--- src/rtl/alu_display_pkg.sv ---
// Shared definitions for the ALU result display: segment font, digit index
// encoding and the digit-enable helper.
package alu_display_pkg;

  typedef enum logic [1:0] {
    DIGIT_0 = 2'd0,
    DIGIT_1 = 2'd1,
    DIGIT_2 = 2'd2,
    DIGIT_3 = 2'd3
  } digit_idx_t;

  // Active-low segment patterns, bit order {g,f,e,d,c,b,a}
  localparam logic [6:0] SEG_HEX_0 = 7'b1000000;
  localparam logic [6:0] SEG_HEX_1 = 7'b1111001;
  localparam logic [6:0] SEG_HEX_2 = 7'b0100100;
  localparam logic [6:0] SEG_HEX_3 = 7'b0110000;
  localparam logic [6:0] SEG_HEX_4 = 7'b0011001;
  localparam logic [6:0] SEG_HEX_5 = 7'b0010010;
  localparam logic [6:0] SEG_HEX_6 = 7'b0000010;
  localparam logic [6:0] SEG_HEX_7 = 7'b1111000;
  localparam logic [6:0] SEG_HEX_8 = 7'b0000000;
  localparam logic [6:0] SEG_HEX_9 = 7'b0010000;
  localparam logic [6:0] SEG_HEX_A = 7'b0001000;
  localparam logic [6:0] SEG_HEX_B = 7'b0000011;
  localparam logic [6:0] SEG_HEX_C = 7'b1000110;
  localparam logic [6:0] SEG_HEX_D = 7'b0100001;
  localparam logic [6:0] SEG_HEX_E = 7'b0000110;
  localparam logic [6:0] SEG_HEX_F = 7'b0001110;
  localparam logic [6:0] SEG_L     = 7'b1000111;
  localparam logic [6:0] SEG_A     = SEG_HEX_A;
  localparam logic [6:0] SEG_DASH  = 7'b0111111;
  localparam logic [6:0] SEG_BLANK = 7'b1111111;

  function automatic logic [3:0] an_onehot(input digit_idx_t idx);
    return ~(4'b0001 << idx);
  endfunction

endpackage

--- src/rtl/alu_result_display_if.sv ---
// ALU-side capture inputs and board-side display pins of the result display.
interface alu_result_display_if;
  logic [0:3] s;
  logic       c_out;
  logic [0:2] op;
  logic       m;
  logic       load;
  logic [6:0] seg;
  logic [3:0] an;
  logic       dp;

  modport master (output s, c_out, op, m, load, input seg, an, dp);
  modport slave  (input s, c_out, op, m, load, output seg, an, dp);
endinterface

--- src/rtl/alu_result_display_hex_to_seg.sv ---
// Combinational 4-bit hex value to active-low 7-segment pattern.
module hex_to_seg
  import alu_display_pkg::*;
(
  input  logic [3:0] value_i,
  output logic [6:0] seg_o
);

  // Font lookup
  always_comb begin
    seg_o = SEG_BLANK;
    case (value_i)
      4'h0:    seg_o = SEG_HEX_0;
      4'h1:    seg_o = SEG_HEX_1;
      4'h2:    seg_o = SEG_HEX_2;
      4'h3:    seg_o = SEG_HEX_3;
      4'h4:    seg_o = SEG_HEX_4;
      4'h5:    seg_o = SEG_HEX_5;
      4'h6:    seg_o = SEG_HEX_6;
      4'h7:    seg_o = SEG_HEX_7;
      4'h8:    seg_o = SEG_HEX_8;
      4'h9:    seg_o = SEG_HEX_9;
      4'hA:    seg_o = SEG_HEX_A;
      4'hB:    seg_o = SEG_HEX_B;
      4'hC:    seg_o = SEG_HEX_C;
      4'hD:    seg_o = SEG_HEX_D;
      4'hE:    seg_o = SEG_HEX_E;
      4'hF:    seg_o = SEG_HEX_F;
      default: seg_o = SEG_BLANK;
    endcase
  end

endmodule

--- src/rtl/alu_result_display.sv ---
// Captures an ALU result on a load strobe and shows it on a 4-digit,
// common-anode multiplexed 7-segment display with registered outputs.
module alu_result_display
  import alu_display_pkg::*;
#(
  parameter int REFRESH_DIV = 100000,
  parameter int CNT_W       = 17
) (
  input  logic                  clk,
  input  logic                  rst,
  alu_result_display_if.slave   bus
);

  logic [CNT_W-1:0] cnt_q, cnt_d;
  digit_idx_t       idx_q, idx_d;
  logic             valid_q;
  logic [3:0]       s_q;
  logic             c_out_q;
  logic [2:0]       op_q;
  logic             m_q;
  logic [6:0]       seg_q, seg_d;
  logic [3:0]       an_q, an_d;
  logic             dp_q, dp_d;
  logic [3:0]       nibble_s;
  logic [6:0]       hex_seg_s;

  // Refresh counter wrap advances the digit index
  always_comb begin
    if (cnt_q == CNT_W'(REFRESH_DIV - 1)) begin
      cnt_d = {CNT_W{1'b0}};
      idx_d = digit_idx_t'(idx_q + 2'd1);
    end else begin
      cnt_d = cnt_q + CNT_W'(1);
      idx_d = idx_q;
    end
  end

  always_comb begin
    nibble_s = s_q;
    case (idx_q)
      DIGIT_0: nibble_s = s_q;
      DIGIT_1: nibble_s = {3'b000, c_out_q};
      DIGIT_2: nibble_s = {1'b0, op_q};
      DIGIT_3: nibble_s = 4'hA;
      default: nibble_s = s_q;
    endcase
  end

  hex_to_seg u_hex_to_seg (
    .value_i (nibble_s),
    .seg_o   (hex_seg_s)
  );

  // Digit 3 reuses the hex 'A' glyph for arithmetic mode; only 'L' needs an override
  always_comb begin
    an_d = an_onehot(idx_q);
    if (!valid_q) begin
      seg_d = SEG_DASH;
    end else if ((idx_q == DIGIT_3) && m_q) begin
      seg_d = SEG_L;
    end else begin
      seg_d = hex_seg_s;
    end
    if (valid_q && c_out_q && (idx_q == DIGIT_0)) begin
      dp_d = 1'b0;
    end else begin
      dp_d = 1'b1;
    end
  end

  always_ff @(posedge clk) begin
    if (rst) begin
      cnt_q   <= {CNT_W{1'b0}};
      idx_q   <= DIGIT_0;
      valid_q <= 1'b0;
      s_q     <= 4'h0;
      c_out_q <= 1'b0;
      op_q    <= 3'h0;
      m_q     <= 1'b0;
      seg_q   <= SEG_BLANK;
      an_q    <= 4'b1111;
      dp_q    <= 1'b1;
    end else begin
      cnt_q <= cnt_d;
      idx_q <= idx_d;
      seg_q <= seg_d;
      an_q  <= an_d;
      dp_q  <= dp_d;
      if (bus.load) begin
        valid_q <= 1'b1;
        s_q     <= bus.s;
        c_out_q <= bus.c_out;
        op_q    <= bus.op;
        m_q     <= bus.m;
      end else begin
        valid_q <= valid_q;
      end
    end
  end

  assign bus.seg = seg_q;
  assign bus.an  = an_q;
  assign bus.dp  = dp_q;

endmodule

--- src/flat_wrapper.sv ---
// flat-port wrapper written by rule: the top's interface ports become plain ports
module alu_result_display_flat import alu_display_pkg::*;
#(
  parameter int REFRESH_DIV = 100000,
  parameter int CNT_W       = 17
)
  (clk, rst, bus_s, bus_c_out, bus_op, bus_m, bus_load, bus_seg, bus_an, bus_dp);
  alu_result_display_if bus_i ();
  input  logic clk;
  input  logic rst;
  input wire logic [$bits(bus_i.s)-1:0] bus_s;
  input wire logic [$bits(bus_i.c_out)-1:0] bus_c_out;
  input wire logic [$bits(bus_i.op)-1:0] bus_op;
  input wire logic [$bits(bus_i.m)-1:0] bus_m;
  input wire logic [$bits(bus_i.load)-1:0] bus_load;
  output wire logic [$bits(bus_i.seg)-1:0] bus_seg;
  output wire logic [$bits(bus_i.an)-1:0] bus_an;
  output wire logic [$bits(bus_i.dp)-1:0] bus_dp;
  assign bus_i.s = bus_s;
  assign bus_i.c_out = bus_c_out;
  assign bus_i.op = bus_op;
  assign bus_i.m = bus_m;
  assign bus_i.load = bus_load;
  assign bus_seg = bus_i.seg;
  assign bus_an = bus_i.an;
  assign bus_dp = bus_i.dp;
  alu_result_display #(.REFRESH_DIV(REFRESH_DIV), .CNT_W(CNT_W)) u_core (.clk(clk), .rst(rst), .bus(bus_i));
endmodule
--- config.mk ---
export PLATFORM = sky130hd
export DESIGN_NAME = alu_result_display_flat
export DESIGN_NICKNAME = d
export VERILOG_FILES = /design/src/rtl/alu_display_pkg.sv /design/src/rtl/alu_result_display_if.sv /design/src/rtl/alu_result_display_hex_to_seg.sv /design/src/rtl/alu_result_display.sv /design/src/flat_wrapper.sv
export SDC_FILE = /design/constraint.sdc
export NUM_CORES = 1
export LEC_CHECK = 0
export ABC_CLOCK_PERIOD_IN_PS = 3350
export BUFFER_PORTS_ARGS = -buffer_cell sky130_fd_sc_hd__buf_2
export CAP_MARGIN = 20
export CORE_MARGIN = 3
export CORE_UTILIZATION = 50
export CTS_BUF_LIST = sky130_fd_sc_hd__clkbuf_8
export DETAILED_ROUTE_END_ITERATION = 8
export GPL_ROUTABILITY_DRIVEN = 0
export PLACE_DENSITY_LB_ADDON = 0.15
export RECOVER_POWER = 100
export SYNTH_ARGS = -nofsm -noshare
export SYNTH_HDL_FRONTEND = slang
export SYNTH_SLANG_ARGS = --single-unit
--- constraint.sdc ---
create_clock -name clk -period 3.35 [get_ports clk]
set_input_delay 0 -clock clk [delete_from_list [all_inputs] [get_ports clk]]
set_output_delay 0 -clock clk [all_outputs]
set_load 0.01 [all_outputs]
Word-level counts from Yosys, hierarchy flattened

Memories as Yosys holds them, arrays and structs flattened.
Cells that the tools add are included.

Bits in registers: 41
ROM bits: 112
Input port bits: 12
Output and inout bits: 12
Logic and storage cells: 33
Memories: 1

Add/subtract/negate cells: 2
Equal/unequal tests: 4
Shift operators: 1
Multiplexer cells: 4
Bitwise logic cells: 2
Reduce and logical (&&, ||, !) cells: 7

Memories:

| memory          | words | width | read ports | clocked after Yosys merged registers in | write ports | RTL line                            | source |
|---|---|---|---|---|---|---|---|
| (no name shown) | 16    | 7     | 1          | 0                                       | 0           | alu_result_display_hex_to_seg.sv:12 | `case (value_i)` |

Operator list:

| operator                                                              | number |
|---|---|
| 17-bit by 1-bit adder with 17-bit output, second input constant       | 1 |
| 17-bit equality test, second input constant                           | 1 |
| 4-bit case mux with 4 select lines                                    | 1 |
| 7-bit 2-to-1 mux                                                      | 2 |
| 2-bit equality test, second input constant                            | 2 |
| 4-bit inverter                                                        | 1 |
| 2-bit OR reduction                                                    | 2 |
| 1-bit by 2-bit << shifter with 4-bit output, first input constant     | 1 |
| 1-bit logical AND                                                     | 3 |
| 3-bit OR reduction                                                    | 1 |
| 2-bit by 1-bit adder with 2-bit output, second input constant         | 1 |
| 2-bit by 1-bit equality test with 1-bit output, second input constant | 1 |
| 2-bit logical NOT                                                     | 1 |
| 1-bit 2-to-1 mux                                                      | 1 |
| 1-bit inverter                                                        | 1 |

Logic depth before layout (Yosys ltp)

Gate-level depths: netlist of run 1.
An unclocked memory read counts as a cell.

Depth after elaboration: 5
Depth in mapped cells: 10
Gate-level depth less buffers: 9

By module

From an unflattened synthesis of run 1, not the netlist that was laid out.

Cells, all modules: 198
Area, all modules: 1933.1 µm²

By module, submodules not included:

| module             | instances | cells each | area an instance (µm²) | seq. area each (µm²) |
|---|---|---|---|---|
| alu_result_display | 1         | 166        | 1657.8                 | 820.8 |
| hex_to_seg         | 1         | 32         | 275.3                  | 0.0 |

Worst setup path after synthesis of run 1

OpenSTA, ideal clock, no wires.

Kind: register -> register
Start: reg u_core.idx_q[0]
End: reg u_core.seg_q[6] (netlist: u_core.bus.seg[6])
Setup time: 0.120 ns
Arrival time: 2.355 ns
Data required time: 3.230 ns
Setup slack: 0.876 ns
Stages on the path, launching flop included: 10
Buffers on the path: 1
Period minus slack after synthesis: 2.474 ns
Cell sequence: dfxtp_1 -> inv_1 -> ha_1 -> buf_2 -> o21ai_0 -> inv_1 -> ha_1 -> mux2_4 -> and3_1 -> a211o_1

Longest elaborated chain between the ends: 5
Elaborated cells on any way between the ends: 9
Classes of those cells: 3 x eq/ne; 3 x mux; 2 x reduce/logical; 1 x memory

RTL lines:

| element                                           | RTL line                                           | source |
|---|---|---|
| start: declaration                                | alu_result_display.sv:15                           | `digit_idx_t idx_q, idx_d;` |
| start signal: assignment                          | alu_result_display.sv:85                           | `idx_q <= idx_d;` |
| 2-bit equality test, or another cell as far along | alu_result_display.sv:40, alu_result_display.sv:59 |  |
| 4-bit case mux with 4 select lines                | alu_result_display.sv:40                           | `case (idx_q)` |
| memory 16 x 7 bit                                 | --                                                 |  |
| 7-bit 2-to-1 mux (*)                              | alu_result_display.sv:59                           | `end else if ((idx_q == DIGIT_3) && m_q) begin` |
| 7-bit 2-to-1 mux (*)                              | alu_result_display.sv:57                           | `if (!valid_q) begin` |
| end signal: assignment                            | alu_result_display.sv:86                           | `seg_q <= seg_d;` |
| end: declaration                                  | alu_result_display.sv:21                           | `logic [6:0] seg_q, seg_d;` |

Every way passes the cells marked *; elsewhere a longest branch is shown, timed or not.
A chain may end at the register's enable or synchronous reset.

Worst setup path after layout of run 1

Start: reg u_core.idx_q[1]
End: reg u_core.seg_q[6] (netlist: u_core.bus.seg[6])

The elaborated chain is that of the path after synthesis.

==> results.txt, run 1 <==
Status: complete, no violations
FMAX: 365 MHz
TritonCTS sink count: 41
Relative slew slack: 50.0%
Hold Path Class: in -> reg
Final Max Tran Viols: 0
Pint: 729 uW
Final hold violation count: 0
IO Pins: 24
Die height: 67.2 um
Final Core Density: 63.3%
# nets final: 259
Synthesized net count: 225
First-pass GRT wire length: 6.64 mm
NetSw: 220 uW
CP startpoint kind: register
Mapped Area: 0.00187 sq mm
CP Class: reg -> reg
Clock buffer depth: 2
Drt via density: 5.32
R2R depth: 8
Arrival @ worst endpoint: 2.93 ns
Clk pwr share: 36.8%
Reg2Reg Setup Slack: 0.61 ns
Worst Skew: 0.00689 ns
Critical path capture point type: register
Detailed-route DRC error count: 0
Hold Crit Start: rst
Yosys top cell area share: 43.9%
Fin crit period: 2.74 ns
Layout cells sized above 1: 8.90%
Antenna diodes: 0
Initial antenna violation count: 0
Core area: 0.00347 sq mm
Initial Utilization: 53.9%
Switching share of power: 23.1%
Total clock buffers created by CTS: 5
Detailed-route via count: 1501
Total grt overflow: 0
Leak Pwr: 0.000864 uW
Synthesized flop and latch total: 41
Worst Hold Path EP: u_core.idx_q[1]
CTS tree: built
Gate power share: 9.0%
Die W: 67.2 um
Port bufs: 23
Period utilization: 81.8%
Actual slew at the worst max-slew pin: 0.743 ns
Hpwl dp: 2.63 mm
GRT Util Overall: 19.9%
Routed WL: 3.79 mm
Cells taking the most area after synthesis: dfxtp_1 (44%), ha_1 (8.0%), nor2_1 (7.0%)
H-tree depth: 2
Post-Syn Instances: 201
Die area: 0.00451 sq mm
Hold Path Stages: 2
Worst Path Required: 3.54 ns
First-pass DRT Iterations: 4
Cell taking the most area after synthesis: dfxtp_1
Largest net degree at the start of global routing: 22
VDD IR-drop max: 0.313 mV
Reg power frac: 54.2%
RR Endpoint: u_core.bus.seg[6]
Setup TNS: 0 ns
Final setup fails: 0
Unrepaired setup endpoints after global routing: no
Drt first-iter violations: 116
PostCTS Resize Cnt: 0
Pwr Total: 949 uW
Clock slew at reported path FFs: 0.07 ns
Synth cell types: 33
Pwr per Cell Area: 432 mW/mm^2
DR WL/cell: 13.4 um
Crit Path Max Fanout: 13
Layout area overhead: 17.3%
Number of global-route vias before repair: 1430
Syn. warnings: 0
Worst skew pair latency: 0.30 ns
Average cell area after synthesis: 9.31 sq um
Origin of the critical flop-to-flop path: u_core.idx_q[1]
Post-route ant nets: 0
Buffer type at the clock tree root: clkbuf_8
Seq/Total Area, Yosys: 43.9%
MaxCap Viol Count: 0
Number of placement rows: 21
==> how the worst max path moves through the flow <==
stage / endpoint / cells past startpoint / startpoint
after floorplan: u_core.bus.seg[6] / 9 / u_core.idx_q[0]
after global placement: u_core.bus.seg[6] / 8 / u_core.idx_q[0]
after detailed placement: u_core.bus.seg[6] / 8 / u_core.idx_q[0]
after CTS: u_core.bus.seg[6] / 8 / u_core.idx_q[0]
after global routing: u_core.bus.seg[6] / 8 / u_core.idx_q[1]
final: u_core.bus.seg[6] / 8 / u_core.idx_q[1]
==> Yosys cell counts <==
cell type	number
nor3_1	6
and4_1	1
a22o_1	1
ha_1	12
o31ai_1	1
and3_1	1
o221ai_1	3
inv_1	7
mux2i_1	13
o21ai_0	4
nand3_1	9
a22oi_1	2
nor4bb_1	2
xnor2_1	13
a211o_1	1
o21ai_2	1
nand2b_1	7
o2bb2ai_1	1
nand2_1	11
nor2_1	35
and2_1	1
dfxtp_1	41
o21a_1	1
xor2_1	3
a21oi_1	2
mux2_4	2
nor2b_1	1
buf_2	2
o21bai_1	1
clkbuf_1	3
nand4_1	6
nor4_1	6
nor4b_1	1
==> critical path, stage by stage, from the launching register on <==
cell     delay (ns)
dfxtp_1        0.39
inv_1          0.10
ha_1           0.35
o21ai_0        0.67
inv_1          0.17
ha_1           0.25
mux2_1         0.29
and3_1         0.16
a211o_1        0.26
==> area by class of cell <==
type	count	area, sq um
Timing Repair Buffer	32	190
Sequential cell	41	821
Clock buffer	7	96.3
Multi-Input combinational cell	148	998
Inverter	7	26.3
Tap cell	46	57.6
Fill cell	306	1270
Clock inverter	1	5.00
==> sequential cells by signal, indices dropped and copies added, names as in the netlist <==
signal          cells
u_core.cnt_q       17
u_core.m_q          1
u_core.idx_q        2
u_core.bus.an       4
u_core.valid_q      1
u_core.bus.seg      7
u_core.op_q         3
u_core.c_out_q      1
u_core.s_q          4
u_core.bus.dp       1
==> placed cells by master (no fill, tap or decap) <==
master,Yosys,final
nor2b_1,1,1
buf_2,2,11
nand4_1,6,6
mux2i_1,13,13
clkbuf_1,3,12
inv_1,7,7
o221ai_1,3,3
nor3_1,6,6
dfxtp_1,41,41
and3_1,1,1
o31ai_1,1,1
a21oi_1,2,2
nor2_1,35,35
mux2_1,0,1
a22o_1,1,1
nor4_1,6,6
o21ai_0,4,4
xor2_1,3,3
nand3_1,9,9
a211o_1,1,1
o21a_1,1,1
o2bb2ai_1,1,1
o21ai_2,1,1
clkbuf_8,0,7
nand2b_1,7,7
dlygate4sd3_1,0,9
and2_1,1,1
and4_1,1,1
mux2_4,2,1
xnor2_1,13,13
nand2_1,11,11
a22oi_1,2,2
o21bai_1,1,1
nor4bb_1,2,2
clkinv_2,0,1
ha_1,12,12
nor4b_1,1,1
==> logic make-up (layout without fill, tap and decap cells) <==
family / Yosys count / count (layout) / share of synthesized area [%]
multiplexers: 15 / 15 / 8.56
flip-flops: 41 / 41 / 43.9
AO/OA/AOI/OAI: 18 / 18 / 6.89
AND/OR/NAND/NOR: 87 / 87 / 22.6
buffers and inverters: 12 / 47 / 2.54
adder cells (fa/ha/maj): 12 / 12 / 8.03
XOR/XNOR: 16 / 16 / 7.49
==> metal layers <==
| layer | global-route usage (%) | vias to the layer above | routed length, um |
|---|---|---|---|
| met5 | 0 | - | 0 |
| met2 | 35.8 | 45 | 1910 |
| li1 | - | 764 | - |
| met4 | 9.37 | 0 | 87 |
| met3 | 6.66 | 10 | 247 |
| met1 | 20.6 | 682 | 1550 |
==> power by group through the flow <==
stage	clock network, uW	registers, uW	logic (uW)
3_3_place_gp	0	525	75.8
4_1_cts	362	514	87.8
5_1_grt	387	516	95.5
2_1_floorplan	0	526	52.8
6_report	349	514	85.3
3_5_place_dp	0	525	79.6
==> stage by stage <==
step	std cells	hold slack, ns	worst slack, ns	instance area [sq um]
2_1_floorplan	201	0.147	0.876	1870
3_3_place_gp	265	0.233	0.827	2020
3_5_place_dp	265	0.246	0.682	2020
4_1_cts	282	0.0724	0.672	2210
5_1_grt	282	0.0948	0.422	2190
6_report	282	0.0775	0.609	2190
==> what timing repair did <==
item	in CTS	in global routing
hold endpoints to repair	9	0
setup buffers	0	0
hold buffers	9	0
setup endpoints to repair	0	0
No activity file was read; power rests on OpenSTA's default activity.
==> run 2, diff against run 1 <==
--- a/config.mk
+++ b/config.mk
@@ -5,7 +5,7 @@
 export SDC_FILE = /design/constraint.sdc
 export NUM_CORES = 1
 export LEC_CHECK = 0
-export ABC_CLOCK_PERIOD_IN_PS = 3350
+export ABC_CLOCK_PERIOD_IN_PS = 2500
 export BUFFER_PORTS_ARGS = -buffer_cell sky130_fd_sc_hd__buf_2
 export CAP_MARGIN = 20
 export CORE_MARGIN = 3
==> constraint.sdc (replaced) <==
create_clock -name clk -period 2.5 [get_ports clk]
set_input_delay 0 -clock clk [delete_from_list [all_inputs] [get_ports clk]]
set_output_delay 0 -clock clk [all_outputs]
set_load 0.01 [all_outputs]
==> run 2 against run 1 <==
Net effect: worst setup slack got worse by 0.37 ns; flip-flop and latch count stayed put; final cell count increased by 1.1%; cell area grew 1.5%.
==> results.txt, run 2 (same netlist as run 1, synthesis figures left out) <==
Status: complete, no violations
Initial Utilization: 53.9%
Fin crit period: 2.26 ns
Hold Crit Start: rst
Detailed-route via count: 1505
Commonest non-fill, non-tap cell in the layout: dfxtp_1
Worst Skew: 0.00418 ns
Setup TNS: 0 ns
Reg with most FFs: u_core.cnt_q
Crit-path slowest cell: dfxtp_1
R2R depth: 9
Register area: 821 sq um
Final hold violation count: 0
Clk pwr share: 40.3%
Worst Hold Path EP: u_core.op_q[1]
Antenna diodes: 0
First-pass GRT wire length: 6.35 mm
Die area: 0.00451 sq mm
# nets final: 262
Buffer type at the clock tree root: clkbuf_8
Unrepaired setup endpoints after global routing: no
Period utilization: 90.5%
Max incr delay on CP: 0.36 ns
Clock buffer depth: 2
Layout cells sized above 1: 9.21%
H-tree depth: 2
Gate power share: 8.6%
Hold Path Stages: 2
DR WL/cell: 13.0 um
CTS tree: built
Initial antenna violation count: 0
Critical path capture point type: register
Port bufs: 23
Final std cells w/o fill: 285
Most frequent cells in the layout: dfxtp_1 (41), nor2_1 (35), xnor2_1 (13), mux2i_1 (13), clkbuf_1 (13)
Final setup fails: 0
TritonCTS sink count: 41
First-pass DRT Iterations: 4
Multi-input gate area: 998 sq um
NetSw: 296 uW
Post-route ant nets: 0
Fillcell total: 307
Cells after DPL: 268
Max reg flops: 17
Drt first-iter violations: 84
Pwr per Cell Area: 605 mW/mm^2
Worst skew pair latency: 0.30 ns
Worst Path Required: 2.69 ns
Setup slack after layout: 0.237 ns
Reg power frac: 51.1%
Reg2Reg Setup Slack: 0.24 ns
Layout area overhead: 19.1%
Core area: 0.00347 sq mm
Place WS: 0.280 ns
PostCTS Resize Cnt: 0
FMAX: 442 MHz
IO Pins: 24
GRT Util Overall: 18.6%
CP startpoint kind: register
Worst-path cell chain: inv_1, ha_1, a22oi_1, o21ai_0, buf_4, ha_1, mux2_1, and3_1, a211o_1
Number of placement rows: 21
Number of global-route vias before repair: 1502
Die height: 67.2 um
CP bufs+invs: 2
RR Endpoint: u_core.bus.seg[6]
Pint: 1050 uW
VDD IR-drop max: 0.286 mV
Crit Path Max Fanout: 6
Arrival @ worst endpoint: 2.45 ns
Switching share of power: 22.0%
Hpwl dp: 2.63 mm
Final Core Density: 64.2%
Leak Pwr: 0.000883 uW
Actual slew at the worst max-slew pin: 0.545 ns
Detailed-route DRC error count: 0
Final Max Tran Viols: 0
Drt via density: 5.28
CP top delay family: compound AO/OA/AOI/OAI gates
Hold Path Class: in -> reg
MaxCap Viol Count: 0
Total grt overflow: 0
Largest net degree at the start of global routing: 22
Origin of the critical flop-to-flop path: u_core.idx_q[0]
Die W: 67.2 um
Clock slew at reported path FFs: 0.07 ns
Routed WL: 3.71 mm
Total clock buffers created by CTS: 5
Relative slew slack: 63.7%
CP Class: reg -> reg
Critical Path Most Common Cell: ha_1
==> run 2: what timing repair did <==
item | 4_1_cts | 5_1_grt
hold buffers | 9 | 0
hold endpoints to repair | 9 | 0
buffers inserted | 0 | 0
==> run 2: layout make-up <==
type,instances,area share (%)
clock buffer,6,3.71
tap,46,2.58
sequential,41,36.8
timing repair buffer,35,9.38
clock inverter,2,1.52
multi-input combinational,148,44.8
inverter,7,1.18
==> run 2: worst max-delay path by stage <==
stage,start,endpoint,cells after the start
floorplan,u_core.idx_q[0],u_core.bus.seg[6],9
global placement,u_core.idx_q[0],u_core.bus.seg[6],9
detailed placement,u_core.idx_q[0],u_core.bus.seg[6],9
CTS,u_core.idx_q[0],u_core.bus.seg[6],9
global route,u_core.idx_q[0],u_core.bus.seg[6],9
finish,u_core.idx_q[0],u_core.bus.seg[6],9
==> run 2: worst register-to-register path: cells and delay by family (launching register included) <==
family	cells	cell delay (ns)
compound gates	3	0.54
mux	1	0.30
buf+inv	2	0.30
flops	1	0.36
simple gates	1	0.16
fa+ha+maj	2	0.50
==> run 2: stage by stage <==
step	total power, uW	hold WS [ns]	cell area, sq um
3_5_place_dp	812	0.246	2040
6_report	1350	0.0775	2230
3_3_place_gp	808	0.234	2040
5_1_grt	1400	0.110	2230
2_1_floorplan	775	0.147	1870
4_1_cts	1360	0.0781	2250
==> run 2: power by group through the flow <==
stage               Clock (uW)  Combinational (uW)  Sequential (uW)
floorplan                    0                70.7              705
global placement             0                 105              703
detailed placement           0                 109              703
CTS                        556                 120              688
global route               579                 131              691
finish                     542                 116              689
==> run 2: per-layer routing <==
metal	vias to the layer above	global-route usage (%)	routed length [um]
li1	766	-	-
met1	701	18.7	1490
met3	7	3.99	168
met5	-	0	0
met2	31	36.0	1970
met4	0	8.35	70
